$ cat src/rtl/srlor_bank.sv
// -----------------------------------------------------------------------------
// srlor_bank
//
// Purpose:
//   A bank of CHANNELS independent flags written from asynchronous event
//   sources. Each flag takes the value of its s bit whenever its en bit is
//   asserted. The block also offers a global synchronous clear, an OR-reduced
//   "any" flag, and a 4-phase read handshake that snapshots the flags and can
//   optionally clear the flags it captured.
//
// Ports:
//   clk      in   1         system clock, rising edge
//   rst_n    in   1         asynchronous active-low reset
//   en       in   CHANNELS  per-channel enable, asynchronous to clk
//   s        in   CHANNELS  per-channel data (1 = set, 0 = clear) when en=1
//   clr      in   1         synchronous global clear, active high
//   q        out  CHANNELS  registered flag state
//   any      out  1         OR of q
//   rd_req   in   1         read request (4-phase)
//   rd_ack   out  1         read acknowledge, registered
//   rd_data  out  CHANNELS  snapshot of q, valid while rd_ack=1
//
// Read handshake (4-phase): the requester raises rd_req and waits for rd_ack.
// The edge on which rd_ack rises is the capture edge: rd_data takes the value
// q had just before that edge. rd_data is held stable while rd_ack=1. The
// requester drops rd_req, the block drops rd_ack, and rd_data keeps its last
// value. A new capture needs rd_req to have been seen low since the previous
// capture, so a requester that leaves rd_req high gets exactly one snapshot.
// -----------------------------------------------------------------------------
module srlor_bank #(
  parameter int CHANNELS      = 8,
  parameter int SYNC_STAGES   = 2,
  parameter int CLEAR_ON_READ = 1,
  parameter int SET_PRIORITY  = 0
) (
  input  logic                clk,
  input  logic                rst_n,
  input  logic [CHANNELS-1:0] en,
  input  logic [CHANNELS-1:0] s,
  input  logic                clr,
  output logic [CHANNELS-1:0] q,
  output logic                any,
  input  logic                rd_req,
  output logic                rd_ack,
  output logic [CHANNELS-1:0] rd_data
);

  // Synchronised copies of en and s. Both buses go through identical chains,
  // so an en bit and its s bit stay aligned cycle for cycle.
  logic [CHANNELS-1:0] en_y;
  logic [CHANNELS-1:0] s_y;

  generate
    if (SYNC_STAGES == 0) begin : g_bypass
      assign en_y = en;
      assign s_y  = s;
    end else begin : g_sync
      logic [CHANNELS-1:0] en_sr [SYNC_STAGES];
      logic [CHANNELS-1:0] s_sr  [SYNC_STAGES];

      always_ff @(posedge clk or negedge rst_n) begin
        if (!rst_n) begin
          for (int k = 0; k < SYNC_STAGES; k++) begin
            en_sr[k] <= '0;
            s_sr[k]  <= '0;
          end
        end else begin
          en_sr[0] <= en;
          s_sr[0]  <= s;
          for (int k = 1; k < SYNC_STAGES; k++) begin
            en_sr[k] <= en_sr[k-1];
            s_sr[k]  <= s_sr[k-1];
          end
        end
      end

      assign en_y = en_sr[SYNC_STAGES-1];
      assign s_y  = s_sr[SYNC_STAGES-1];
    end
  endgenerate

  // Read FSM state; rd_state is the observable state of the handshake.
  typedef enum logic {
    RD_IDLE = 1'b0,
    RD_ACK  = 1'b1
  } rd_state_t;

  rd_state_t rd_state;
  logic      rearm;
  logic      capture;

  // A capture happens on an edge where the FSM is idle, the request is high,
  // and the request has been seen low since the last capture.
  assign capture = (rd_state == RD_IDLE) && rd_req && rearm;

  // Per-channel next state. A write via en always overrides clear-on-read,
  // so a set landing on the capture edge survives for the next read.
  logic [CHANNELS-1:0] q_next;

  always_comb begin
    q_next = q;
    for (int i = 0; i < CHANNELS; i++) begin
      if (clr && ((SET_PRIORITY == 0) || !(en_y[i] && s_y[i]))) begin
        q_next[i] = 1'b0;
      end else if (en_y[i]) begin
        q_next[i] = s_y[i];
      end else if (capture && (CLEAR_ON_READ != 0) && q[i]) begin
        q_next[i] = 1'b0;
      end
    end
  end

  always_ff @(posedge clk or negedge rst_n) begin
    if (!rst_n) begin
      q <= '0;
    end else begin
      q <= q_next;
    end
  end

  assign any = |q;

  always_ff @(posedge clk or negedge rst_n) begin
    if (!rst_n) begin
      rd_state <= RD_IDLE;
      rd_ack   <= 1'b0;
      rd_data  <= '0;
      rearm    <= 1'b0;
    end else begin
      // rearm is cleared by a capture and set by any edge with rd_req low.
      if (capture) begin
        rearm <= 1'b0;
      end else if (!rd_req) begin
        rearm <= 1'b1;
      end

      case (rd_state)
        RD_IDLE: begin
          if (capture) begin
            rd_data  <= q;
            rd_ack   <= 1'b1;
            rd_state <= RD_ACK;
          end
        end
        RD_ACK: begin
          if (!rd_req) begin
            rd_ack   <= 1'b0;
            rd_state <= RD_IDLE;
          end
        end
        default: begin
          rd_ack   <= 1'b0;
          rd_state <= RD_IDLE;
        end
      endcase
    end
  end

endmodule

$ cat config.mk
export PLATFORM = sky130hd
export DESIGN_NAME = srlor_bank
export DESIGN_NICKNAME = d
export VERILOG_FILES = /design/src/rtl/srlor_bank.sv
export SDC_FILE = /design/constraint.sdc
export NUM_CORES = 1
export LEC_CHECK = 0
export CAP_MARGIN = 25
export CORE_UTILIZATION = 50
export CTS_BUF_LIST = sky130_fd_sc_hd__clkbuf_2 sky130_fd_sc_hd__clkbuf_4 sky130_fd_sc_hd__clkbuf_8
export DETAILED_ROUTE_END_ITERATION = 7
export PLACE_DENSITY = 0.75
export SLEW_MARGIN = 20
export SYNTH_ARGS = -nofsm -noshare
export SYNTH_HDL_FRONTEND = slang
export SYNTH_SLANG_ARGS = --single-unit
$ cat constraint.sdc
create_clock -name clk -period 1.4 [get_ports clk]
set_input_delay 0.14 -clock clk [delete_from_list [all_inputs] [get_ports clk]]
set_output_delay 0.14 -clock clk [all_outputs]
set_load 0.03 [all_outputs]
Word level (Yosys, flattened, before mapping)
Cells that the tools add are included.
{"block": "op_classes", "n_addsub": 0, "n_mul": 0, "div": 0, "magnitude_cmp": 0, "eq_ne": 3, "shift": 0, "n_mux": 32, "n_bitwise": 1, "reduce_logical": 21}
{"cell": "$mux 1", "n": 30}
{"cell": "$reduce_bool 3->1", "n": 8}
{"cell": "$logic_and 1x1->1", "n": 10}
{"cell": "$reduce_or 8->1", "n": 1}
{"cell": "$ne 2x2->1 const B", "n": 2}
{"cell": "$pmux 1 s2", "n": 2}
{"cell": "$reduce_and 2->1", "n": 2}
{"cell": "$ne 2x1->1 const B", "n": 1}
{"cell": "$not 1->1", "n": 1}
{"block": "word_totals", "ff_bits": 51, "latchBits": 0, "ram_bits": 0, "romBits": 0, "input_bits": 20, "out_inout_bits": 18, "wordCells": 73, "mem_count": 0}

Depth between registers and ports, before layout
Gate-level depths: netlist of the first run.
{"block": "depth", "ltp_word": 7, "mapped_depth": 3, "depth_no_buf": 2}

Least setup slack after synthesis of the first run
Ideal clock, no wire load.
{"block": "synth_path", "path_kind": "register to output", "start": "reg q[0]", "end": "out any", "arrival_time_ns": 1.013, "path_slack_ns": 0.247, "path_stages_with_launch": 3, "cell_sequence": "dfrtp_1 > nor4_1 > nand2_1"}
{"block": "synth_between", "elab_chain_cells": 1}
{"item": "from (decl)", "line": "41", "rtl": "output logic [CHANNELS-1:0] q,"}
{"item": "from (signal assigned)", "line": "117", "rtl": "q <= q_next;"}
{"item": "$reduce_or 8->1", "line": "121", "rtl": "assign any = |q;"}
{"item": "to (decl)", "line": "42", "rtl": "output logic any,"}
No other way between the ends.

Worst setup path in the final report of the first run
Same ends and word-level chain as after synthesis.

==> metrics, run 1 <==
Initial Util 0.541; WL/cell 11.8 um; Synth Register Bits 51; clock sink count 51; Synth top area share 0.748; io pins 38; Total Power 0.00270 W; Max rail drop VDD 0.852 mV; row count 20; Synthesis Warnings 0; Final min period 1.45 ns; Period Utilization, post-route 1.04; DP HPWL 1690 um; Cells after Synth 96; DR vias/cell 4.64; CTS Buffer Depth 2; # diodes 0; failing checks setup timing; area of the mapped netlist 0.00171 mm^2; height of the die 60.4 um; Fin Setup TNS -0.102 ns; HP Class in -> reg; share of cells above drive strength 1 0.316; core outline area 0.00315 mm^2; Crit-path slowest cell dfrtp_1; worst slew pin tran 0.444 ns; CTS tree yes; initial antenna violation count 0; Worst Setup End Kind output port; # port buffers 37; top cells by area, synth dfrtp_1 (75%), o41ai_2 (7.6%), mux2_4 (7.0%), nand3b_1 (3.5%), inv_1 (1.8%); fin worst setup slack -0.0542 ns; Worst Skew 0.00792 ns; DR pass1 iterations 2; commonest non-fill, non-tap cells in the layout dfrtp_1 (51), clkdlybuf4s50_1 (18), buf_4 (10); Max Slew Vio Count 0; critical path launch point type flip-flop; CTS root buffer clkbuf_4; RSZ-0062 raised after global routing yes; Total Routed Length 2320 um; clock latency on the worst-skew pair 0.35 ns; H-tree levels 2; largest net degree at the start of global routing 52; LEAKAGE 1.10 nW; DRT iter0 DRCs 2; area grow syn2layout 32.5%; R2R cell count 2; GRT overflow 0; first-pass GRT wire length 3900 um; crit path cell chain nor4_1, nand2_1, buf_6; CP max FO 2; max cap viols 0; Num CTS Buffers 5; final hold viol count 0; clock slew at reported path FFs 0.13 ns; total global-route track usage 0.157; syn avg cell area 17.8 um^2; Synth area leader dfrtp_1; synth unique cells 13; commonest non-fill, non-tap cell in the layout dfrtp_1; # setup viols final 2; Vias 909; post-synthesis sequential area ratio 0.748; Mapped Nets 116; worst hold stages 1; remaining antenna violation count 0; outcome finished, violations left; required time of the worst setup path 1.26 ns; gp weighted congestion 0.746; maximum achievable frequency 688 MHz; CP peak stage delay 0.40 ns; die width 60.4 um; DRC 0; Worst slew margin 0.704; worst path arrival time 1.31 ns; WS Path Type reg -> out; Die Area 0.00365 mm^2; PD cells 1190 mW/mm^2; post-layout net count 171; vias in the first global route 856
[path summary, 6_finish.rpt]
kind | start | to | slack (ns)
worst max-delay path | q[0] | any | -0.05
worst min-delay path | s[7] | g_sync.s_sr[15] | 0.21
worst max register to register | rearm | q[0] | 0.23
worst min register to register | g_sync.en_sr[11] | en_y[3] | 0.36
max in group asynchronous | rst_n | q[1] | 0.89
min in group asynchronous | rst_n | g_sync.s_sr[12] | 0.29
[synthesized netlist by cell type]
| cell | n |
|---|---|
| nand3b_4 | 1 |
| dfrtp_1 | 51 |
| buf_4 | 2 |
| nor4_1 | 2 |
| nand2_1 | 4 |
| inv_1 | 8 |
| o41ai_2 | 8 |
| and3b_1 | 1 |
| nand3b_1 | 8 |
| mux2_4 | 8 |
| o21a_1 | 1 |
| a21oi_1 | 1 |
| o21ai_0 | 1 |
[cells by family (layout without fill, tap and decap cells)]
logic type             after synthesis  count (layout)  share of synthesized area
AOI/OAI and AO/OA                   11              11                     0.0866
buffers and inverters               10              66                     0.0264
DFF                                 51              51                      0.748
muxes                                8               8                     0.0704
and+or+nand+nor                     16              16                     0.0682
[state kept, by name, summed over array words and instances, names as in the netlist]
signal,flops
en_y,8
s_y,8
g_sync.s_sr,8
rearm,1
rd_data,8
g_sync.en_sr,8
rd_ack,1
q,8
rd_state,1
[metrics by stage]
step / setup slack (ns) / cells / area [um^2] / util / hold WS [ns]
after floorplan: 0.247 / 96 / 1710 / - / -0.156
after global placement: -0.0787 / 186 / 2220 / 0.704 / 0.136
after detailed placement: -0.0657 / 186 / 2220 / 0.704 / 0.142
after CTS: -0.158 / 195 / 2280 / 0.722 / 0.197
after global routing: -0.160 / 196 / 2260 / 0.717 / 0.165
final: -0.0542 / 196 / 2260 / 0.717 / 0.205
[metal layers]
| metal | up-vias | GRT usage | routed length, um | part of all wire |
|---|---|---|---|---|
| met5 | - | 0 | 0 | 0 |
| li1 | 443 | - | - | - |
| met4 | 0 | 0.0698 | 27 | 0.012 |
| met2 | 26 | 0.253 | 1220 | 0.53 |
| met3 | 4 | 0.0640 | 107 | 0.046 |
| met1 | 436 | 0.187 | 962 | 0.42 |
[worst max-delay path, delay by kind of cell, from the launching register on]
kind	cells	cell delay, ns
simple gates	2	0.42
buf+inv	1	0.15
flops	1	0.40
[cell type report]
type	count	area (um^2)
Clock inverter	2	16.3
Multi-Input combinational cell	35	390
Fill cell	230	893
Inverter	8	30.0
Timing Repair Buffer	50	447
Tap cell	44	55.1
Sequential cell	51	1280
Clock buffer	6	45.0
[power breakdown]
| part | leakage (nW) | switching [W] | internal, W |
|---|---|---|---|
| clock network | 0.0323 | 0.000415 | 0.000223 |
| logic | 0.451 | 0.000229 | 0.000207 |
| registers | 0.620 | 0.0000498 | 0.00157 |
[what timing repair did]
action / CTS / global route
setup endpoints to repair: 18 / 8
resized for setup: 26 / 16
hold buffers: 1 / 0
pin swaps: 0 / 1
setup buffers: 0 / 1
endpoints found under the hold margin: 51 / 0
No activity file was read; power rests on OpenSTA's default activity.
==> run 2: changes to the inputs <==
--- a/config.mk
+++ b/config.mk
@@ -9,7 +9,7 @@
 export CORE_UTILIZATION = 50
 export CTS_BUF_LIST = sky130_fd_sc_hd__clkbuf_2 sky130_fd_sc_hd__clkbuf_4 sky130_fd_sc_hd__clkbuf_8
 export DETAILED_ROUTE_END_ITERATION = 7
-export PLACE_DENSITY = 0.75
+export PLACE_DENSITY = 0.79
 export SLEW_MARGIN = 20
 export SYNTH_ARGS = -nofsm -noshare
 export SYNTH_HDL_FRONTEND = slang
==> constraint.sdc (replaced) <==
create_clock -name clk -period 1.66 [get_ports clk]
set_input_delay 0.166 -clock clk [delete_from_list [all_inputs] [get_ports clk]]
set_output_delay 0.166 -clock clk [all_outputs]
set_load 0.03 [all_outputs]
==> metrics, run 2 (synthesized netlist as in run 1, its figures left out) <==
CTS root buffer clkbuf_4; GRT overflow 0 (unchanged); share of cells above drive strength 1 0.228 (-0.0882); cell-internal power 0.00199 W (-0.39%); HP Start s[7]; Die Area 0.00365 mm^2 (unchanged); critical path launch point type flip-flop; Seq pwr share 0.534 (-0.068); max cap viols 0 (unchanged); commonest non-fill, non-tap cells in the layout dfrtp_1 (51), clkdlybuf4s50_1 (27); maximum achievable frequency 626 MHz; vias in the first global route 945 (+10%); Final min period 1.60 ns; commonest non-fill, non-tap cell in the layout dfrtp_1; height of the die 60.4 um (unchanged); clock latency on the worst-skew pair 0.35 ns (about the same); clock sink count 51 (unchanged); initial antenna violation count 0 (unchanged); Metal-1 WL 1010 um (+5.2%); origin of the critical flop-to-flop path rearm; Initial Util 0.541 (unchanged); die width 60.4 um (unchanged); io pins 38 (unchanged); H-tree levels 2 (unchanged); switching share of power 0.226 (-0.0312); HP Class in -> reg; total net switching power 0.000583 W (-16%); DR pass1 iterations 2 (unchanged); PD cells 1130 mW/mm^2 (-4.9%); Num CTS Buffers 5 (unchanged); Logic pwr share 0.143 (-0.019); required time of the worst setup path 1.49 ns (+0.23 ns); row count 20 (unchanged); total global-route track usage 0.169 (+0.0120); Period Utilization, post-route 0.963; Clk network pwr share 0.323 (+0.086); first-pass GRT wire length 4260 um (+9.4%); Max Slew Vio Count 0 (unchanged); # diodes 0 (unchanged); Setup crit start q[5]; largest net degree at the start of global routing 52 (unchanged); Worst Setup End Kind output port; Finished Cell Area 0.00227 mm^2 (+0.55%); Met3 Wirelength 107 um (unchanged); Max Used Layer met4; # setup viols final 0 (-2); DP HPWL 1880 um (+11%); area grow syn2layout 33.2%; WS Path Type reg -> out; Worst slew margin 0.605 (-0.0993); worst slew pin tran 0.593 ns (+0.149 ns); met2 wire length 1450 um (+19%); post-layout net count 164 (-4.1%); DRC 0 (unchanged); Vias 922 (+1.4%); outcome completed; CP max FO 4 (+2); # port buffers 37 (unchanged); Total Routed Length 2600 um (+12%); clock slew at reported path FFs 0.13 ns (about the same); Worst Skew 0.00874 ns (+0.000826 ns); multi-input logic area 390 um^2 (unchanged); core outline area 0.00315 mm^2 (unchanged); remaining antenna violation count 0 (unchanged); LEAKAGE 1.11 nW (+0.56%); Max rail drop VDD 0.563 mV (-34%); CTS tree yes; WL/cell 13.8 um (+16%); DR vias/cell 4.88 (+5.2%); Area after DPL 0.00215 mm^2 (-3.2%); FF+latch area 0.00128 mm^2 (unchanged); RSZ-0062 raised after global routing yes; Layout Utilization 0.721 (+0.00397); final hold viol count 0 (unchanged); DRT iter0 DRCs 21 (+19); CTS Buffer Depth 2 (unchanged); worst path arrival time 1.43 ns (+0.12 ns); FILL cells 225 (-2.2%); gp weighted congestion 0.740 (-0.74%)
run 2: worst paths after layout:
kind | to | slack, ns | depth (start not counted)
min in group asynchronous | g_sync.en_sr[9] | 0.43 | 3
max in group asynchronous | g_sync.s_sr[12] | 0.83 | 3
setup / recovery | any | 0.06 | 3
hold reg to reg | en_y[7] | 0.35 | 0
setup reg to reg | q[5] | 0.49 | 2
hold / removal | g_sync.s_sr[15] | 0.24 | 1
run 2: power groups by stage:
stage          registers [W]  clock network (W)  logic, W
2_1_floorplan        0.00148                  0  0.000106
3_3_place_gp         0.00139                  0  0.000366
3_5_place_dp         0.00140                  0  0.000375
4_1_cts              0.00138           0.000855  0.000372
5_1_grt              0.00139           0.000899  0.000395
6_report             0.00138           0.000833  0.000368
run 2: layer usage:
layer / track usage / vias to the layer above
li1: - / 424
met1: 0.187 / 466
met2: 0.303 / 27
met3: 0.0448 / 5
met4: 0.0797 / 0
met5: 0 / -
run 2: timing repair:
item / in CTS / in global routing
endpoints found under the setup margin: 6 / 4
hold endpoints to repair: 51 / 0
setup buffers: 0 / 0
resized for setup: 8 / 4
hold buffers: 1 / 0
run 2: final cells by class:
type | count | share of cell area
clock buffer | 6 | 0.0198
clock inverter | 2 | 0.0264
inverter | 8 | 0.0132
multi-input combinational | 35 | 0.172
sequential | 51 | 0.562
tap | 44 | 0.0242
timing repair buffer | 43 | 0.183
run 2: through the flow:
step	total power [W]	hold WS (ns)	instances	TNS, ns	setup WS [ns]
after CTS	0.00260	0.226	189	0	0.00488
after global routing	0.00268	0.210	189	-0.0184	-0.0184
final	0.00258	0.244	189	0	0.0622
after detailed placement	0.00178	0.298	180	0	0.145
after floorplan	0.00158	-0.130	96	0	0.481
after global placement	0.00176	0.281	180	0	0.155
run 2: worst max-delay path, cell delays in order, from the launching register on:
cell and delay, ns:
dfrtp_1 0.44, nor4_2 0.28, nand2_1 0.08, clkdlybuf4s15_2 0.29
